--- config.mk ---
export PLATFORM = sky130hd
export DESIGN_NAME = clock_divider_multi
export DESIGN_NICKNAME = d
export VERILOG_FILES = /design/src/rtl/clock_divider_multi.sv
export SDC_FILE = /design/constraint.sdc
export NUM_CORES = 1
export LEC_CHECK = 0
export CAP_MARGIN = 20
export CORE_MARGIN = 3
export CORE_UTILIZATION = 45
export DETAILED_ROUTE_END_ITERATION = 8
export GPL_ROUTABILITY_DRIVEN = 1
export HOLD_SLACK_MARGIN = 0.02
export PLACE_DENSITY = 0.71
export SETUP_SLACK_MARGIN = 0.05
export SYNTH_ARGS = -nofsm -noshare
export SYNTH_HDL_FRONTEND = slang
export SYNTH_SLANG_ARGS = --single-unit
--- constraint.sdc ---
create_clock -name Clk -period 5.1 [get_ports Clk]
set_input_delay 0.51 -clock Clk [delete_from_list [all_inputs] [get_ports Clk]]
set_output_delay 0.51 -clock Clk [all_outputs]
set_load 0.01 [all_outputs]
--- src/rtl/clock_divider_multi.sv ---
// Multi-channel programmable clock divider: per-channel period/high time with shadowed
// reloads that land only on period boundaries, plus a global phase-aligning sync.
module clock_divider_multi #(
   parameter int NUM_CH     = 2,
   parameter int CNT_W      = 16,
   parameter int DEF_PERIOD = 1200,
   parameter int DEF_HIGH   = 600
) (
   input  logic              Clk,
   input  logic              Rst,
   input  logic [NUM_CH-1:0] en,
   input  logic              ld,
   input  logic [NUM_CH-1:0] ld_mask,
   input  logic [CNT_W-1:0]  period_in,
   input  logic [CNT_W-1:0]  high_in,
   input  logic              sync,
   output logic [NUM_CH-1:0] clk_out,
   output logic [NUM_CH-1:0] tick,
   output logic [NUM_CH-1:0] pending
);

   localparam logic [CNT_W-1:0] DEF_P = CNT_W'(DEF_PERIOD);
   localparam logic [CNT_W-1:0] DEF_H = CNT_W'(DEF_HIGH);

   // Periods of 0 or 1 cannot form a square wave; clamp to the shortest legal period.
   function automatic logic [CNT_W-1:0] sat_period(input logic [CNT_W-1:0] p);
      return (p < CNT_W'(2)) ? CNT_W'(2) : p;
   endfunction

   for (genvar i = 0; i < NUM_CH; i++) begin : g_ch
      logic [CNT_W-1:0] cnt, per_act, hi_act, per_sh, hi_sh;
      logic [CNT_W-1:0] cnt_n, per_n, hi_n, per_sh_n, hi_sh_n, p_eff;
      logic             pend, run, pend_n, run_n, ld_i;
      logic             clk_r, tick_r;

      always_comb begin
         ld_i     = ld & ld_mask[i];
         p_eff    = sat_period(per_act);
         per_sh_n = ld_i ? period_in : per_sh;
         hi_sh_n  = ld_i ? high_in : hi_sh;
         pend_n   = pend | ld_i;
         per_n    = per_act;
         hi_n     = hi_act;
         run_n    = en[i];
         cnt_n    = cnt + CNT_W'(1);
         if (!en[i]) begin
            cnt_n = '0;
            // Idle channel: an older pending load moves straight into the active set.
            if (pend && !ld_i) begin
               per_n  = per_sh;
               hi_n   = hi_sh;
               pend_n = 1'b0;
            end
         end else if (!run || sync || (cnt >= p_eff - CNT_W'(1))) begin
            cnt_n = '0;
            if (pend_n) begin
               per_n  = per_sh_n;
               hi_n   = hi_sh_n;
               pend_n = 1'b0;
            end
         end
      end

      // Outputs are derived from the next count so they line up with the registered cnt.
      always_ff @(posedge Clk or posedge Rst) begin
         if (Rst) begin
            cnt     <= '0;
            per_act <= DEF_P;
            hi_act  <= DEF_H;
            per_sh  <= DEF_P;
            hi_sh   <= DEF_H;
            pend    <= 1'b0;
            run     <= 1'b0;
            clk_r   <= 1'b0;
            tick_r  <= 1'b0;
         end else begin
            cnt     <= cnt_n;
            per_act <= per_n;
            hi_act  <= hi_n;
            per_sh  <= per_sh_n;
            hi_sh   <= hi_sh_n;
            pend    <= pend_n;
            run     <= run_n;
            clk_r   <= run_n & (cnt_n < hi_n);
            tick_r  <= run_n & (cnt_n == '0);
         end
      end

      assign clk_out[i] = clk_r;
      assign tick[i]    = tick_r;
      assign pending[i] = pend;
   end

endmodule

# --- After elaboration in Yosys (flattened, before gate mapping) ---
# Cells that the tools add are included.
word_totals:
  register_bits: 168
  word_cells: 88
classes:
  addsub: 4
  n_lt_le_gt_ge: 6
  eq_ne: 4
  muxes: 32
  bitwise: 8
  reduce_logical: 16
ops:
  columns: ["operator", "n"]
  rows:
  - ["16-bit 2-to-1 mux", 26]
  - ["16-bit by 1-bit adder with 16-bit output, second input constant", 2]
  - ["16-bit >= comparator", 2]
  - ["16-bit zero test", 2]
  - ["16-bit < comparator", 2]
  - ["16-bit by 2-bit < comparator with 1-bit output, second input constant", 2]
  - ["16-bit by 1-bit subtractor with 16-bit output, second input constant", 2]
  - ["2-bit by 1-bit != test with 1-bit output, second input constant", 4]
  - ["1-bit bitwise AND", 6]
  - ["1-bit 2-to-1 mux", 6]
  - ["3-bit AND reduction", 2]
  - ["1-bit zero test", 4]
  - ["1-bit logical OR", 4]
  - ["2-bit nonzero test", 2]
  - ["1-bit logical AND", 2]
  - ["1-bit OR", 2]

# --- Longest topological paths before layout ---
logic_depth:
  depth_word: 9
  ltp_mapped: 24

# --- Least setup slack after synthesis ---
# No wires, ideal clock.
synth_path:
  path_type: "flip-flop to flip-flop"
  from: "register g_ch[0].per_act[8]"
  to: "register g_ch[0].clk_r"
  setup_ns: 0.119
  arrival_time_ns: 5.324
  slack_ns: -0.343
  stages_incl_launch_ff: 23
  n_path_buf: 2
  period_less_slack_ns: 5.443
  cell_sequence: "dfrtp_1 -> or4_1 -> nand2b_1 -> o41ai_1 -> ha_1 -> nand4_1 -> or2_2 -> nor3_1 -> xnor2_1 -> ha_1 -> nand4_1 -> or3_1 -> a311o_1 -> a31oi_1 -> buf_4 -> buf_12 -> mux2i_1 -> mux2_2 -> ha_1 -> nand3_1 -> nor3_1 -> o211ai_1 -> o21a_1"
synth_via:
  elab_chain_len: 9
  word_cells_on_any_way: 11
synth_lines:
  columns: ["element", "line_no", "text"]
  rows:
  - ["start: declaration", "31", "logic [CNT_W-1:0] cnt, per_act, hi_act, per_sh, hi_sh;"]
  - ["start signal: assignment", "78", "per_act <= per_n;"]
  - ["16-bit by 2-bit < comparator with 1-bit output", "27", "return (p < CNT_W'(2)) ? CNT_W'(2) : p;"]
  - ["16-bit 2-to-1 mux *", "27", null]
  - ["16-bit by 1-bit subtractor with 16-bit output *", "54", "end else if (!run || sync || (cnt >= p_eff - CNT_W'(1))) begin"]
  - ["16-bit >= comparator *", "54", null]
  - ["1-bit logical OR *", "54", null]
  - ["16-bit 2-to-1 mux", "54", null]
  - ["16-bit 2-to-1 mux", "46", "if (!en[i]) begin"]
  - ["16-bit < comparator *", "84", "clk_r <= run_n & (cnt_n < hi_n);"]
  - ["1-bit bitwise AND *", "84", null]
  - ["end signal: assignment", "84", null]
  - ["end: declaration", "34", "logic clk_r, tick_r;"]
# Mark *: on every way between the ends. The rest lies on a longest branch, timed or not.
# A chain may end at the register's enable or synchronous reset.

# --- Worst setup path in the final report ---
# Ends and elaborated chain as after synthesis.

==> flow_summary.yaml <==
run_status:
  status: "finished with violations"
  violations: "setup timing"
die:
  fp.coreArea_um2: 22090
  io_pins: 46
  design.die.area_um2: 24640
  die_w_um: 157.0
  row_count: 54
  start_util: 0.4642
  die_h_um: 157.0
clock_network:
  clockBufferDepth: 2
  cts-root-buf: "clkbuf_16"
  h-tree-depth: 4
  clock_latency_ps: 430
  cts_sinks: 168
  cts_tree: "built"
  clk_pin_slew_worst_paths_ps: 70
  cts_hold_buf: 0
  cts_buffers: 17
placed_design:
  dp_hpwl_um: 17030
  dp.cells: 1261
  place_area_um2: 11390
  place_congestion: 0.8401
  port_buffers: 45
worst_setup_path:
  r2r_cells: 22
  cp-start-kind: "flop"
  slowest_delay_ps: 560
  r2r-start: "g_ch[0].per_act[8]"
  ff2ff_setup_slack_ps: -120
  worst_setup_path_end_kind: "flop"
  critPathMaxFanout: 14
  r2r_end: "g_ch[0].clk_r"
  critical_path_arrival_ps: 5540
  path_cells: "or4_4 -> nand2b_4 -> o41ai_4 -> ha_2 -> nand4_1 -> or2_4 -> nor3_2 -> xnor2_1 -> ha_1 -> nand4_1 -> or3_4 -> a311o_1 -> a31oi_2 -> buf_12 -> buf_4 -> mux2i_1 -> mux2_2 -> ha_1 -> nand2_1 -> nor3_2 -> o211ai_1 -> o21a_1"
  cp.required_ps: 5420
  worstSetupPathType: "reg -> reg"
  cp_slowest_cell: "or4_4"
hold_path:
  holdPathEnd: "g_ch[1].per_act[10]"
  hold-path-cell-count: 2
  worstHoldStart: "g_ch[1].per_act[10]"
  worstHoldPathType: "reg -> reg"
timing:
  max_clock_freq_mhz: 191.4
  slew_headroom: 0.3478
  fin_crit_sh: 1.024
  skew_ps: 11.86
  setup_viol: 1
  min_period_ps: 5224
  rsz0062_at_grt: "true"
  final.setup.worst_slack_ps: -124.1
  maxSlewViolCount: 0
  whs_ps: 513.3
  hold_viol_final: 0
  tightest_slew_ps: 978.3
pwr:
  p_sw_frac: 0.3225
  p_seq_frac: 0.398
  ir_worst_vdd_v: 0.0002528
  switchingPower_w: 0.001479
  pwr_density_cell_nw_per_um2: 373.2
  combinationalPowerShare: 0.316
  p_int_w: 0.003108
  clockPowerShare: 0.287
  power_w: 0.004588
  p_leak_nw: 5.543
synth:
  synth-seq-cells: 168
  yosys_warnings: 0
  postSynth.asyncResetShare: 1.000
  syn_nets: 1027
  synth_flop_cell: "dfrtp_1"
  seq_area_frac_synth: 0.4139
  syn_inst: 921
  syn_area_per_cell_um2: 11.13
  synth_cell_types: 60
  syn_area_um2: 10250
  synth_edf_count: 0
finish:
  fillers: 1820
  nets: 1121
  area_growth_syn_to_layout_pct: 19.88
  post-route-util: 0.5564
  layout-drive-gt1-share: 0.2646
  fin_cells: 1308
  insertedDiodeCount: 0
  final_area_um2: 12290
global_routing:
  grt_max_degree: 106
  grtUsageTotal: 0.1962
  grt_pass1_wl_um: 38100
  antenna_found_initial: 0
  grt_pass1_vias: 7243
  grt-ovfl-total: 0
drt:
  via_per_inst: 5.461
  drc: 0
  routed-via-count: 7143
  drt_wl_total_um: 23390
  drt_iter0_markers: 392
  antenna_left: 0
  routedWlPerCell_um: 17.88
  first_pass_iters: 5
job:
  cap_violations: 0
how the worst max path moves through the flow:
stage | start | to | slack (ps)
floorplan | g_ch[0].per_act[8] | g_ch[0].clk_r | 40
global placement | g_ch[0].per_act[14] | g_ch[0].clk_r | -70
detailed placement | g_ch[0].per_act[8] | g_ch[0].clk_r | -150
CTS | g_ch[0].per_act[8] | g_ch[0].clk_r | -110
global route | g_ch[0].per_act[8] | g_ch[0].clk_r | -380
finish | g_ch[0].per_act[8] | g_ch[0].clk_r | -120
cell families (layout without fill, tap and decap cells):
group / count (synthesis) / in the layout / share of synthesized area
AOI/OAI and AO/OA: 97 / 97 / 0.06491
DFF: 168 / 168 / 0.4139
adders and majority gates: 66 / 66 / 0.08053
muxes: 254 / 254 / 0.2594
buffers and inverters: 82 / 189 / 0.03672
and+or+nand+nor: 199 / 199 / 0.09761
xor gates and xnor gates: 55 / 55 / 0.04697
worst max-delay path: cells and delay by family (launching register included):
kind	cells	cell delay (ps)
and+or+nand+nor	9	2060
AOI/OAI and AO/OA	5	1100
adders and majority gates	3	780
DFF	1	380
muxes	2	370
buffers and inverters	2	300
xor gates and xnor gates	1	110
per-layer routing:
metal	GRT usage	vias up	wire length (µm)	share of wire
li1	-	3532	-	-
met1	0.2821	3481	11430	0.49
met2	0.3091	106	10850	0.46
met3	0.03107	24	735	0.031
met4	0.05419	0	378	0.016
met5	0	-	0	0
layout make-up:
| cell class | instances | area [µm²] | share of cell area |
|---|---|---|---|
| multi-input combinational | 671 | 5936 | 0.4829 |
| sequential | 168 | 4244 | 0.3452 |
| timing repair buffer | 113 | 999.7 | 0.08132 |
| clock buffer | 18 | 429.2 | 0.03491 |
| tap | 280 | 350.3 | 0.02850 |
| inverter | 44 | 170.2 | 0.01384 |
| clock inverter | 14 | 163.9 | 0.01333 |
repair_timing:
item                       CTS  global route
pin swaps                    8             5
resized for setup           21            13
setup endpoints to repair    2             2
setup buffers               13             2
synth_stat cells (19+ instances only):
cell type | count | area share
a21oi_1 | 27 | 0.013
clkbuf_1 | 19 | 0.0070
dfrtp_1 | 136 | 0.33
dfstp_2 | 32 | 0.082
ha_1 | 66 | 0.081
inv_1 | 44 | 0.016
mux2_2 | 94 | 0.10
mux2i_1 | 160 | 0.16
nand2_1 | 35 | 0.013
nand3_1 | 27 | 0.013
nor2_1 | 50 | 0.018
nor3_1 | 20 | 0.0098
xnor2_1 | 44 | 0.038
through the flow:
stage | setup slack [ps] | setup TNS [ps]
after floorplan | 41.65 | 0
after global placement | -68.66 | -68.66
after detailed placement | -154.4 | -194.0
after CTS | -105.4 | -137.6
after global routing | -380.6 | -587.6
final | -124.1 | -124.1
registers in the layout (all words and copies together) (netlist names):
signal,flops
g_ch.per_act,32
g_ch.per_sh,32
g_ch.pend,2
g_ch.hi_sh,32
g_ch.hi_act,32
g_ch.cnt,32
g_ch.run,2
g_ch.tick_r,2
g_ch.clk_r,2
power by group through the flow:
stage	Combinational, W	Sequential (W)	Clock [W]
global route	0.00162	0.00186	0.00140
finish	0.00145	0.00182	0.00131
CTS	0.00143	0.00182	0.00134
detailed placement	0.00137	0.00184	0
floorplan	0.000977	0.00181	0
global placement	0.00132	0.00183	0
cell usage in the layout (no fill, tap or decap), types with 34 or more instances in the layout:
master             n
mux2_2            90
clkdlybuf4s50_1   43
inv_1             43
ha_1              58
mux2i_1          160
nor2_1            48
nand2_1           34
buf_4             63
dfrtp_1          136
xnor2_1           44
Power figures use the tool's default switching activity.
